--- src/rtl/cpu_controller.sv ---
`default_nettype none
// ============================================================================
//  Module      : cpu_controller
//  Description : Instruction register, decoder and control FSM for a simple
//                16-bit datapath. Captures an instruction word, then steps
//                the datapath through read / execute / write-back, one state
//                per clock, driving every datapath control input.
//  Revision    : 1.0 - initial release
// ----------------------------------------------------------------------------
//  Ports
//    clk                     rising-edge clock
//    reset                   asynchronous, active-high reset
//    s                       start execution of IR contents (sampled in WAIT)
//    load                    capture `in` into IR (honoured only in WAIT)
//    in[15:0]                instruction word
//    w                       1 while in WAIT (ready for next instruction)
//    halted                  1 in HALT state
//    vsel[1:0]               writeback select: 00 mdata, 01 sximm8, 10 PC, 11 C
//    asel / bsel             ALU A-zero select / sximm5 B-operand select
//    loada/loadb/loadc/loads datapath register enables
//    write                   register-file write enable
//    readnum/writenum[2:0]   register-file addresses
//    ALUop[1:0], shift[1:0]  ALU operation and shifter control
//    sximm5/sximm8[15:0]     sign-extended IR[4:0] / IR[7:0]
// ----------------------------------------------------------------------------
//  Build option
//    HALT_INSN_EN  when defined, opcode 111 enters a HALT state that only
//                  reset leaves; otherwise opcode 111 is treated as undefined.
// ============================================================================
module cpu_controller (
    input  logic        clk,
    input  logic        reset,
    input  logic        s,
    input  logic        load,
    input  logic [15:0] in,
    output logic        w,
    output logic        halted,
    output logic [1:0]  vsel,
    output logic        asel,
    output logic        bsel,
    output logic        loada,
    output logic        loadb,
    output logic        loadc,
    output logic        loads,
    output logic        write,
    output logic [2:0]  readnum,
    output logic [2:0]  writenum,
    output logic [1:0]  ALUop,
    output logic [1:0]  shift,
    output logic [15:0] sximm5,
    output logic [15:0] sximm8
);

    localparam logic [2:0] c_S_WAIT      = 3'd0;
    localparam logic [2:0] c_S_DECODE    = 3'd1;
    localparam logic [2:0] c_S_WRITE_IMM = 3'd2;
    localparam logic [2:0] c_S_GET_A     = 3'd3;
    localparam logic [2:0] c_S_GET_B     = 3'd4;
    localparam logic [2:0] c_S_ALU       = 3'd5;
    localparam logic [2:0] c_S_WRITE_REG = 3'd6;
`ifdef HALT_INSN_EN
    localparam logic [2:0] c_S_HALT      = 3'd7;
    localparam logic [2:0] c_OPC_HALT    = 3'b111;
`endif

    localparam logic [2:0] c_OPC_MOV     = 3'b110;
    localparam logic [2:0] c_OPC_ALU     = 3'b101;

    logic [15:0] r_ir;
    logic [2:0]  r_state;
    logic [2:0]  w_state_nxt;

    // Registered copies of the Moore outputs
    logic        r_w;
    logic [1:0]  r_vsel;
    logic        r_asel;
    logic        r_loada, r_loadb, r_loadc, r_loads, r_write;
    logic [2:0]  r_readnum, r_writenum;
    logic [1:0]  r_aluop, r_shift;

    // Next values of the registered outputs
    logic        w_nxt_w;
    logic [1:0]  w_nxt_vsel;
    logic        w_nxt_asel;
    logic        w_nxt_loada, w_nxt_loadb, w_nxt_loadc, w_nxt_loads, w_nxt_write;
    logic [2:0]  w_nxt_readnum, w_nxt_writenum;
    logic [1:0]  w_nxt_aluop, w_nxt_shift;

    // IR field extraction
    logic [2:0] w_opcode, w_rn, w_rd, w_rm;
    logic [1:0] w_op, w_sh;

    assign w_opcode = r_ir[15:13];
    assign w_op     = r_ir[12:11];
    assign w_rn     = r_ir[10:8];
    assign w_rd     = r_ir[7:5];
    assign w_sh     = r_ir[4:3];
    assign w_rm     = r_ir[2:0];

    logic w_is_mov_imm, w_is_mov_reg, w_is_add, w_is_cmp, w_is_and, w_is_mvn;

    assign w_is_mov_imm = (w_opcode == c_OPC_MOV) && (w_op == 2'b10);
    assign w_is_mov_reg = (w_opcode == c_OPC_MOV) && (w_op == 2'b00);
    assign w_is_add     = (w_opcode == c_OPC_ALU) && (w_op == 2'b00);
    assign w_is_cmp     = (w_opcode == c_OPC_ALU) && (w_op == 2'b01);
    assign w_is_and     = (w_opcode == c_OPC_ALU) && (w_op == 2'b10);
    assign w_is_mvn     = (w_opcode == c_OPC_ALU) && (w_op == 2'b11);

    // Next-state logic
    always_comb begin
        w_state_nxt = r_state;
        case (r_state)
            c_S_WAIT: begin
                if (s) w_state_nxt = c_S_DECODE;
            end
            c_S_DECODE: begin
                if (w_is_mov_imm)
                    w_state_nxt = c_S_WRITE_IMM;
                else if (w_is_mov_reg || w_is_mvn)
                    w_state_nxt = c_S_GET_B;   // single-operand ops skip GET_A
                else if (w_is_add || w_is_cmp || w_is_and)
                    w_state_nxt = c_S_GET_A;
`ifdef HALT_INSN_EN
                else if (w_opcode == c_OPC_HALT)
                    w_state_nxt = c_S_HALT;
`endif
                else
                    w_state_nxt = c_S_WAIT;    // undefined encoding: no side effects
            end
            c_S_WRITE_IMM: w_state_nxt = c_S_WAIT;
            c_S_GET_A:     w_state_nxt = c_S_GET_B;
            c_S_GET_B:     w_state_nxt = c_S_ALU;
            c_S_ALU:       w_state_nxt = w_is_cmp ? c_S_WAIT : c_S_WRITE_REG;
            c_S_WRITE_REG: w_state_nxt = c_S_WAIT;
`ifdef HALT_INSN_EN
            c_S_HALT:      w_state_nxt = c_S_HALT;
`endif
            default:       w_state_nxt = c_S_WAIT;
        endcase
    end

    // Output decode for the state being entered, so the outputs can be
    // registered and still line up with the state. IR only changes on the
    // WAIT->DECODE edge and DECODE has no IR-dependent outputs, so the
    // current IR is the right source here.
    always_comb begin
        w_nxt_w        = 1'b0;
        w_nxt_vsel     = 2'b00;
        w_nxt_asel     = 1'b0;
        w_nxt_loada    = 1'b0;
        w_nxt_loadb    = 1'b0;
        w_nxt_loadc    = 1'b0;
        w_nxt_loads    = 1'b0;
        w_nxt_write    = 1'b0;
        w_nxt_readnum  = 3'd0;
        w_nxt_writenum = 3'd0;
        w_nxt_aluop    = 2'b00;
        w_nxt_shift    = 2'b00;
        case (w_state_nxt)
            c_S_WAIT: w_nxt_w = 1'b1;
            c_S_WRITE_IMM: begin
                w_nxt_vsel     = 2'b01;
                w_nxt_writenum = w_rn;
                w_nxt_write    = 1'b1;
            end
            c_S_GET_A: begin
                w_nxt_readnum = w_rn;
                w_nxt_loada   = 1'b1;
            end
            c_S_GET_B: begin
                w_nxt_readnum = w_rm;
                w_nxt_loadb   = 1'b1;
            end
            c_S_ALU: begin
                w_nxt_shift = w_sh;
                w_nxt_loadc = 1'b1;
                // MOV reg passes B through as an ADD with A forced to zero
                w_nxt_aluop = (w_opcode == c_OPC_ALU) ? w_op : 2'b00;
                w_nxt_asel  = w_is_mov_reg || w_is_mvn;
                w_nxt_loads = w_is_cmp;
            end
            c_S_WRITE_REG: begin
                w_nxt_vsel     = 2'b11;
                w_nxt_writenum = w_rd;
                w_nxt_write    = 1'b1;
            end
            default: ;
        endcase
    end

    always_ff @(posedge clk or posedge reset) begin
        if (reset) begin
            r_state    <= c_S_WAIT;
            r_ir       <= 16'h0000;
            r_w        <= 1'b1;
            r_vsel     <= 2'b00;
            r_asel     <= 1'b0;
            r_loada    <= 1'b0;
            r_loadb    <= 1'b0;
            r_loadc    <= 1'b0;
            r_loads    <= 1'b0;
            r_write    <= 1'b0;
            r_readnum  <= 3'd0;
            r_writenum <= 3'd0;
            r_aluop    <= 2'b00;
            r_shift    <= 2'b00;
        end else begin
            r_state <= w_state_nxt;
            if ((r_state == c_S_WAIT) && load)
                r_ir <= in;
            r_w        <= w_nxt_w;
            r_vsel     <= w_nxt_vsel;
            r_asel     <= w_nxt_asel;
            r_loada    <= w_nxt_loada;
            r_loadb    <= w_nxt_loadb;
            r_loadc    <= w_nxt_loadc;
            r_loads    <= w_nxt_loads;
            r_write    <= w_nxt_write;
            r_readnum  <= w_nxt_readnum;
            r_writenum <= w_nxt_writenum;
            r_aluop    <= w_nxt_aluop;
            r_shift    <= w_nxt_shift;
        end
    end

`ifdef HALT_INSN_EN
    logic r_halted;

    always_ff @(posedge clk or posedge reset) begin
        if (reset) r_halted <= 1'b0;
        else       r_halted <= (w_state_nxt == c_S_HALT);
    end

    assign halted = r_halted;
`else
    assign halted = 1'b0;
`endif

    assign w        = r_w;
    assign vsel     = r_vsel;
    assign asel     = r_asel;
    // No supported instruction uses the immediate B operand
    assign bsel     = 1'b0;
    assign loada    = r_loada;
    assign loadb    = r_loadb;
    assign loadc    = r_loadc;
    assign loads    = r_loads;
    assign write    = r_write;
    assign readnum  = r_readnum;
    assign writenum = r_writenum;
    assign ALUop    = r_aluop;
    assign shift    = r_shift;

    assign sximm5 = {{11{r_ir[4]}}, r_ir[4:0]};
    assign sximm8 = {{8{r_ir[7]}}, r_ir[7:0]};

endmodule
`default_nettype wire

--- config.mk ---
export PLATFORM = sky130hd
export DESIGN_NAME = cpu_controller
export DESIGN_NICKNAME = d
export VERILOG_FILES = /design/src/rtl/cpu_controller.sv
export SDC_FILE = /design/constraint.sdc
export NUM_CORES = 1
export LEC_CHECK = 0
export BUFFER_PORTS_ARGS = -buffer_cell sky130_fd_sc_hd__buf_2
export CAP_MARGIN = 20
export CORE_MARGIN = 5
export CORE_UTILIZATION = 44
export DETAILED_ROUTE_END_ITERATION = 10
export PLACE_DENSITY = 0.76
export SLEW_MARGIN = 20
export SYNTH_ARGS = -nofsm -noshare
export SYNTH_HDL_FRONTEND = slang
export SYNTH_SLANG_ARGS = --single-unit
--- constraint.sdc ---
create_clock -name clk -period 1.9 [get_ports clk]
set_input_delay 0.19 -clock clk [delete_from_list [all_inputs] [get_ports clk]]
set_output_delay 0.19 -clock clk [all_outputs]
set_load 0.05 [all_outputs]
Word level (Yosys, flattened, before mapping) --
Cells that the tools add are included.
Storage, ports and cells: register bits 38, output and inout port bits 53, word-level logic and storage cells 61
Cells by class: equality and inequality tests 14, multiplexer cells 19, reductions and logical operators 14
Operators with widths (number):
- 3-bit == test (second input constant) | 7
- 3-bit one-hot mux with 5 select lines | 1
- 3-bit 2-to-1 mux | 4
- 3-bit one-hot mux with 2 select lines | 2
- 3-bit by 2-bit == test with 1-bit output (second input constant) | 3
- 2-bit 2-to-1 mux | 4
- 1-bit logical AND | 7
- 1-bit 2-to-1 mux | 7
- 3-bit zero test | 2
- 2-bit == test (second input constant) | 2
- 2-bit one-hot mux with 2 select lines | 1
- 3-bit by 1-bit == test with 1-bit output (second input constant) | 1
- 1-bit logical OR | 3
- 2-bit by 1-bit == test with 1-bit output (second input constant) | 1
- 2-bit zero test | 1
- 2-bit OR reduction | 1

Longest topological paths before layout --
Gate-level depths: netlist of the first run.
depth in word-level cells 11, mapped depth 5

Least setup slack after synthesis of the first run --
OpenSTA, ideal clock, no wires.
path kind register to register, start reg r_state[2], end reg r_ir[0], library setup time 125 ps, arrival time 1442 ps, data required time 1775 ps, setup slack 334 ps, stages on the path, launching flop included 4, buffers on the path 1, path through dfrtp_1 -> nor4b_4 -> buf_4 -> mux2_2
On the way: cells in the longest elaborated chain, start to end 2
Ends and longest elaborated chain:
- start: declaration | line 70 | logic [2:0] r_state;
- start signal: assignment | line 193 | r_state <= c_S_WAIT;
- start signal: assignment | line 208 | r_state <= w_state_nxt;
- 3-bit zero test | line 209 | if ((r_state == c_S_WAIT) && load)
- 1-bit logical AND | line 209
- end signal: assignment | line 210 | r_ir <= in;
- end: declaration | line 69 | logic [15:0] r_ir;
Every way passes these cells. A chain may end at the register's enable or synchronous reset.

Worst setup path in the final report of the first run --
start reg r_ir[14], end reg r_writenum[0] (netlist: writenum[0])
On the way: cells in the longest elaborated chain, start to end 10
Ends and longest elaborated chain:
- 3-bit == test
- 1-bit logical AND, on equally long branches | line 104, 105
- 1-bit logical OR (2 in a row) | line 121 | else if (w_is_add || w_is_cmp || w_is_and)
- 2-bit 2-to-1 mux | line 121
- 3-bit 2-to-1 mux | line 119 | else if (w_is_mov_reg || w_is_mvn)
- 3-bit 2-to-1 mux | line 117 | if (w_is_mov_imm)
- 3-bit one-hot mux with 5 select lines * | line 112 | case (r_state)
- net w_state_nxt[1] | line 71 | logic [2:0] w_state_nxt;
- 3-bit == test / 3-bit by 2-bit == test with 1-bit output (equally long branches) | line 159 | case (w_state_nxt)
- 3-bit one-hot mux with 2 select lines * | line 159
- net w_nxt_writenum[0] | line 86 | logic [2:0] w_nxt_readnum, w_nxt_writenum;
- end signal: assignment | line 220 | r_writenum <= w_nxt_writenum;
- end: declaration | line 78 | logic [2:0] r_readnum, r_writenum;
The timed path passes the listed nets; every way through them passes the cells marked *.

==> results.toml, run 1 <==
[status]
outcome = "finished, violations left"
failed_checks = "negative hold slack"

[place]
portBuffers = 70
dp_hpwl_mm = 2.412
routabilityCongestion = 0.8743

[worst_setup_path]
path_buf_inv = 0
critPathMaxFanout = 7
worstPathCellList = "and3b_4 > a31oi_1 > o221a_2 > a32o_1"
timing.critical_path.slowest_stage_cell = "dfrtp_1"
critPathRequiredTime_ps = 2070
cp_data_arrival_time_ps = 1780
timing.critical_path.from_type = "flip-flop"
cp_slowest_stage_delay_ps = 450
cpLargestDelayFamily = "compound AO/OA/AOI/OAI gates"
critPathKind = "flip-flop to flip-flop"
crit_path_end_kind = "flip-flop"

[yosys]
syn_area_per_cell_um2 = 12.74
yosys.area_share.xor_xnor = 0.004982
seq_area_frac_synth = 0.5274
postSynthRegisterBits = 37
synth_top_family_by_area = "buffers and inverters"
post_synth_instance_area_mm2 = 0.001758
synth-warning-count = 0
yosys.area_share.simple = 0.1018
post_synth_mux_area_share = 0.1025
synth-adder-area-share = 0
synthCells = 138
synth-compound-area-share = 0.09181
yosysUniqueCellTypes = 34

[timing]
finalSetupViolations = 0
worst_clock_skew_ps = 6.332
period_needed_ps = 1607
report.final.slew_viol_count = 0
finalCritPeriodShare = 0.8456
rsz_0062_raised_after_global_routing = "false"
whs_ps = -10.56
timing_hold_violations_final = 9
final.setup.tns_ps = 0
fmax_mhz = 622.4

[grt]
number_of_antenna_violations_at_the_first_check_in_global_routing = 0
grt_first_pass_wirelength_mm = 5.285
grt_util_all_layers = 0.1288
global_route.overflow_total = 0
pin_count_of_the_biggest_net_entering_global_routing = 38
first_global_vias = 1127

[route]
wl_mm = 3.219
detailedRoute.firstPassIterationCount = 4
wl_met3_um = 348
wl_met1_mm = 1.341
routed_via_density = 4.803
route.vias.total = 1119
highest_layer = "met4"
routed_met2_length_mm = 1.488
number_of_nets_with_antenna_violations_after_routing = 0
drt_first_iter_violations = 17
drt_drc_violations_left = 0
avgRoutedWirePerCell_um = 13.82

[die]
core.rowCount = 23
height_of_the_die_um = 73.21
fp.dieW_um = 73.21
die_area_mm2 = 0.005360
floorplan.core_area_mm2 = 0.003943
boundaryPins = 73
initial_core_util = 0.4459

[clocking]
clk_pin_slew_worst_paths_ps = 70
postCtsSetupBuffers = 0
tritoncts_num_sinks = 37
cts_max_path_buffers = 2
cts-buffers-inserted = 5
cts_tree = "built"
h-tree-depth = 2
ctsResizeCount = 0
clock-root-buffer = "clkbuf_8"
cts-hold-fix-buffers = 0
worstSkewPairLatency_ps = 280

[cells_and_area]
layout.area.seq_um2 = 927.1
antenna-diode-count = 0
most_common_library_cell_in_the_layout_ignoring_fill_and_taps = "buf_2"
number_of_fillers_in_the_final_layout = 354
highest_count_cells_in_the_layout_ignoring_fill_and_taps = "buf_2 (70), dfrtp_1 (36), mux2_2 (16), clkbuf_8 (6)"
drive_gt1_frac = 0.5683
syn2layout_area_growth_pct = 15.73
finish.net_count = 202
area_occupied_by_multi_input_gates_um2 = 536.8

[job]
max_cap_viol_count = 0

[hold_path]
hp-class = "primary input to asynchronous set/reset pin"
-- metrics by stage --
step	area [um^2]	hold slack (ps)	instances	setup WS (ps)	util
floorplan	1762	341.6	139	333.6	-
global placement	1918	310.4	225	345.6	0.4865
detailed placement	1918	315.9	225	306.3	0.4865
CTS	2034	2.846	233	295.9	0.5160
global route	2034	35.06	233	170.4	0.5160
finish	2034	-10.56	233	293.3	0.5160
-- path summary, 6_finish.rpt --
| kind | from | end | slack, ps | cells after the start |
|---|---|---|---|---|
| setup reg to reg | r_ir[14]$_DFFE_PP0P_ | writenum[0]$_DFF_PP0_ | 290 | 4 |
| hold reg to reg | r_ir[1]$_DFFE_PP0P_ | readnum[1]$_DFF_PP0_ | 530 | 1 |
| max in group asynchronous | reset | w$_DFF_PP1_ | 1570 | 3 |
| setup / recovery | r_ir[14]$_DFFE_PP0P_ | writenum[0]$_DFF_PP0_ | 290 | 4 |
| min in group clk | in[1] | r_ir[1]$_DFFE_PP0P_ | 130 | 2 |
| hold / removal | reset | r_ir[4]$_DFFE_PP0P_ | -10 | 3 |
-- flip-flops by register name, indices dropped and copies added, names as in the netlist --
signal and count:
readnum 3, asel 1, writenum 3, ALUop 2
loadb 1, r_state 3, loada 1, shift 2
write 1, loadc 1, loads 1, w 1
vsel 1, r_ir 16
-- worst register-to-register path: stages, from the launching register on --
cell and delay [ps]:
dfrtp_1 450, and3b_4 360, a31oi_1 90, o221a_2 330, a32o_1 280
-- synthesized netlist by cell type --
library cell   n  area (um^2)
a2111oi_4      1        27.53
a21o_1         1        7.510
a21oi_1        1        5.000
a21oi_2        1        8.760
a22o_1         3        26.28
a31oi_1        2        12.51
a32o_1         3        30.03
and2_1         3        18.77
and2b_1        1        7.510
and3_1         4        25.02
and3b_4        1        12.51
and4b_1        2        20.02
buf_2          1        5.000
buf_4         36        270.3
buf_6          1        11.26
conb_1         1        3.750
dfrtp_1       36        900.9
dfstp_2        1        26.28
inv_1          3        11.26
mux2_2        16        180.2
nand2_1        3        11.26
nand2b_1       1        6.260
nand2b_4       1        13.76
nand3_1        1        5.000
nor2_1         2        7.510
nor2b_1        3        18.77
nor4b_1        1        8.760
nor4b_4        1        23.77
o211ai_1       1        7.510
o21a_1         1        7.510
o21ai_0        2        10.01
o221a_2        1        11.26
o31ai_1        1        7.510
xor2_1         1        8.760
-- logic make-up (layout without fill, tap and decap cells) --
group / Yosys count / count (layout)
other: 1 / 2
AO/OA/AOI/OAI: 18 / 18
multiplexers: 16 / 16
XOR/XNOR: 1 / 1
buffers and inverters: 41 / 85
flip-flops: 37 / 37
AND/OR/NAND/NOR: 24 / 24
-- layer usage --
metal	track usage	vias to the layer above
li1	-	528
met1	0.1690	533
met2	0.1946	53
met3	0.04132	5
met4	0.05533	0
met5	0	-
-- area by class of cell --
| cell class | instances | area share |
|---|---|---|
| repair buffers | 74 | 0.1870 |
| inverters | 3 | 0.005535 |
| multi-input cells | 61 | 0.2638 |
| clock inverters | 1 | 0.01476 |
| flip-flops and latches | 37 | 0.4557 |
| well taps | 50 | 0.03075 |
| clock buffers | 7 | 0.04244 |
Power of run 1 is not shown: default switching activity piles up to over one toggle a cycle in this logic, so the estimate is an artifact.
==> run 2: changes to the inputs <==
--- a/config.mk
+++ b/config.mk
@@ -5,12 +5,13 @@
 export SDC_FILE = /design/constraint.sdc
 export NUM_CORES = 1
 export LEC_CHECK = 0
+export ABC_AREA = 1
 export BUFFER_PORTS_ARGS = -buffer_cell sky130_fd_sc_hd__buf_2
 export CAP_MARGIN = 20
 export CORE_MARGIN = 5
-export CORE_UTILIZATION = 44
+export CORE_UTILIZATION = 42
 export DETAILED_ROUTE_END_ITERATION = 10
-export PLACE_DENSITY = 0.76
+export PLACE_DENSITY = 0.77
 export SLEW_MARGIN = 20
 export SYNTH_ARGS = -nofsm -noshare
 export SYNTH_HDL_FRONTEND = slang
==> constraint.sdc (replaced) <==
create_clock -name clk -period 1.4 [get_ports clk]
set_input_delay 0.14 -clock clk [delete_from_list [all_inputs] [get_ports clk]]
set_output_delay 0.14 -clock clk [all_outputs]
set_load 0.05 [all_outputs]
==> run 2 against run 1 <==
  * The run now ends clean
  * Synthesized cell count grew 19%
  * Count of clock-buffer cells in the layout shrank 1
  * Final cell count grew 12%
  * Flip-flop and latch count is the same
  * First-iteration DRC count grew to 2.7 times the previous value
  * Die area grew 1.0%
  * Maximum frequency grew 21%
  * Highest routed layer unchanged
==> results.toml, run 2 <==
[cells_and_area]
drive_gt1_frac = 0.5071
syn2layout_area_growth_pct = 17.76
finalNonFillerCells = 261
antenna-diode-count = 0
highest_count_cells_in_the_layout_ignoring_fill_and_taps = "buf_2 (70), dfrtp_1 (35), nand2_1 (20), nor2_1 (13), inv_1 (12)"
flip_flop_count_of_the_largest_register_all_copies_and_words_added = 16
finish.net_count = 230
most_common_library_cell_in_the_layout_ignoring_fill_and_taps = "buf_2"
max_flop_register = "r_ir"

[yosys]
syn_area_per_cell_um2 = 10.35
seq_area_frac_synth = 0.5461
yosysUniqueCellTypes = 22
post_synth_instance_area_mm2 = 0.001698
synth-main-ff-cell = "dfrtp_1"
most_frequent_cell_after_synthesis = "dfrtp_1"
async_flop_share = 1.000
area_leader_netlist = "dfrtp_1"
postSynthRegisterBits = 37
ys_top_cells_by_area = "dfrtp_1 (53%), buf_4 (15%), mux2_2 (6.0%)"
post_synth_most_frequent_cells = "dfrtp_1 (36), buf_4 (35), nand2_1 (21)"
synth_edf_count = 0
synth-warning-count = 0
synthCells = 164
synth_top_area_frac = 0.5306

[worst_setup_path]
timing.critical_path.from_type = "flip-flop"
crit_path_end_kind = "flip-flop"
critPathRequiredTime_ps = 1570
regToRegEndpoint = "r_ir[1]$_DFFE_PP0P_"
reg2regPathDepth = 4
rrSetupSlack_ps = 80
cp_data_arrival_time_ps = 1500
critical_path.reg2reg.startpoint = "r_state[1]$_DFF_PP0_"
critPathKind = "flip-flop to flip-flop"
critPathMaxFanout = 9

[timing]
finalCritPeriodShare = 0.9461
period_needed_ps = 1325
finalSetupViolations = 0
worst_clock_skew_ps = 13.91
report.final.slew_viol_count = 0
fmax_mhz = 755.0
final.setup.worst_slack_ps = 75.42
timing_hold_violations_final = 0
rsz_0062_raised_after_global_routing = "true"

[die]
initial_core_util = 0.4275
boundaryPins = 73
floorplan.core_area_mm2 = 0.003971
core.rowCount = 23
fp.dieW_um = 73.58
die_area_mm2 = 0.005414
height_of_the_die_um = 73.58

[route]
detailedRoute.firstPassIterationCount = 4
drt_drc_violations_left = 0
wl_mm = 3.186
drt_first_iter_violations = 46
route.vias.total = 1145
routed_via_density = 4.387
number_of_nets_with_antenna_violations_after_routing = 0
avgRoutedWirePerCell_um = 12.21

[grt]
grt_first_pass_wirelength_mm = 5.119
number_of_antenna_violations_at_the_first_check_in_global_routing = 0
global_route.overflow_total = 0
pin_count_of_the_biggest_net_entering_global_routing = 38
first_global_vias = 1099
grt_util_all_layers = 0.1292

[clocking]
clk_pin_slew_worst_paths_ps = 80
cts_max_path_buffers = 2
postCtsSetupBuffers = 0
worstSkewPairLatency_ps = 290
tritoncts_num_sinks = 37
cts_tree = "built"
h-tree-depth = 2
clock-root-buffer = "clkbuf_8"
cts-buffers-inserted = 5

[hold_path]
hp-class = "primary input to flip-flop"
startpoint_of_the_most_critical_hold_path = "in[7]"
worst_hold_path.endpoint = "r_ir[7]$_DFFE_PP0P_"
min_delay_path_depth = 2

[place]
dp_slack_ps = 107.1
dp.cells = 252
dp_hpwl_mm = 2.406
routabilityCongestion = 0.7795
portBuffers = 70

[job]
max_cap_viol_count = 0

[status]
outcome = "finished clean"
-- run 2: changes by cell type after synthesis, moves of 4 or more --
cell     delta
and3_1      -4
mux2_2      -7
nand3_1     +5
nand2_1    +18
inv_1       +9
a21oi_1     +6
nor2_1     +11
-- run 2: cell type report --
type | instances | area, um^2
Clock inverter | 2 | 13.76
Sequential cell | 37 | 928.4
Multi-Input combinational cell | 76 | 465.4
Inverter | 15 | 56.30
Fill cell | 359 | 1972
Timing Repair Buffer | 75 | 390.4
Clock buffer | 6 | 82.58
Tap cell | 50 | 62.56
-- run 2: stage by stage --
stage / cell area [um^2] / util / TNS [ps] / hold WS, ps
floorplan: 1702 / - / 0 / 271.7
global placement: 1872 / 0.4713 / 0 / 258.5
detailed placement: 1872 / 0.4713 / 0 / 268.1
CTS: 1978 / 0.4981 / 0 / 47.33
global route: 1999 / 0.5035 / -163.0 / 44.72
finish: 1999 / 0.5035 / 0 / 52.64
-- run 2: worst max path at each step --
stage                                    start                    end  slack, ps  cells past startpoint
after global routing      r_state[2]$_DFF_PP0_   r_ir[15]$_DFFE_PP0P_        -30                      4
final                     r_state[1]$_DFF_PP0_    r_ir[1]$_DFFE_PP0P_         80                      4
after CTS                 r_state[1]$_DFF_PP0_    r_ir[1]$_DFFE_PP0P_         90                      4
after detailed placement  r_state[1]$_DFF_PP0_    r_ir[1]$_DFFE_PP0P_        110                      4
after floorplan           r_state[1]$_DFF_PP0_    r_ir[7]$_DFFE_PP0P_        150                      4
after global placement    r_ir[14]$_DFFE_PP0P_  writenum[0]$_DFF_PP0_        130                      8
-- run 2: timing repair --
action                                 CTS  global route
setup endpoints to repair                0             6
endpoints found under the hold margin   36             0
resized for setup                        0             5
hold buffers                             1             0
-- run 2: routing by layer --
metal  track usage  vias up  wire length, um
li1              -      573                -
met1        0.1525      533             1312
met2        0.1939       32             1539
met3       0.06293        7              262
met4       0.06640        0               71
met5             0        -                0
-- run 2: critical path: stages, from the launching register on --
cell     delay [ps]
dfrtp_2         440
nor2_2          150
nand3_1         100
buf_4           190
mux2_1          310
-- run 2: cell families after synthesis --
logic type,synth area share
buffers and inverters,0.1938
AND/OR/NAND/NOR,0.1282
other,0.002209
multiplexers,0.07296
flip-flops,0.5461
AO/OA/AOI/OAI,0.05674
Power of run 2 is left out for the same reason.
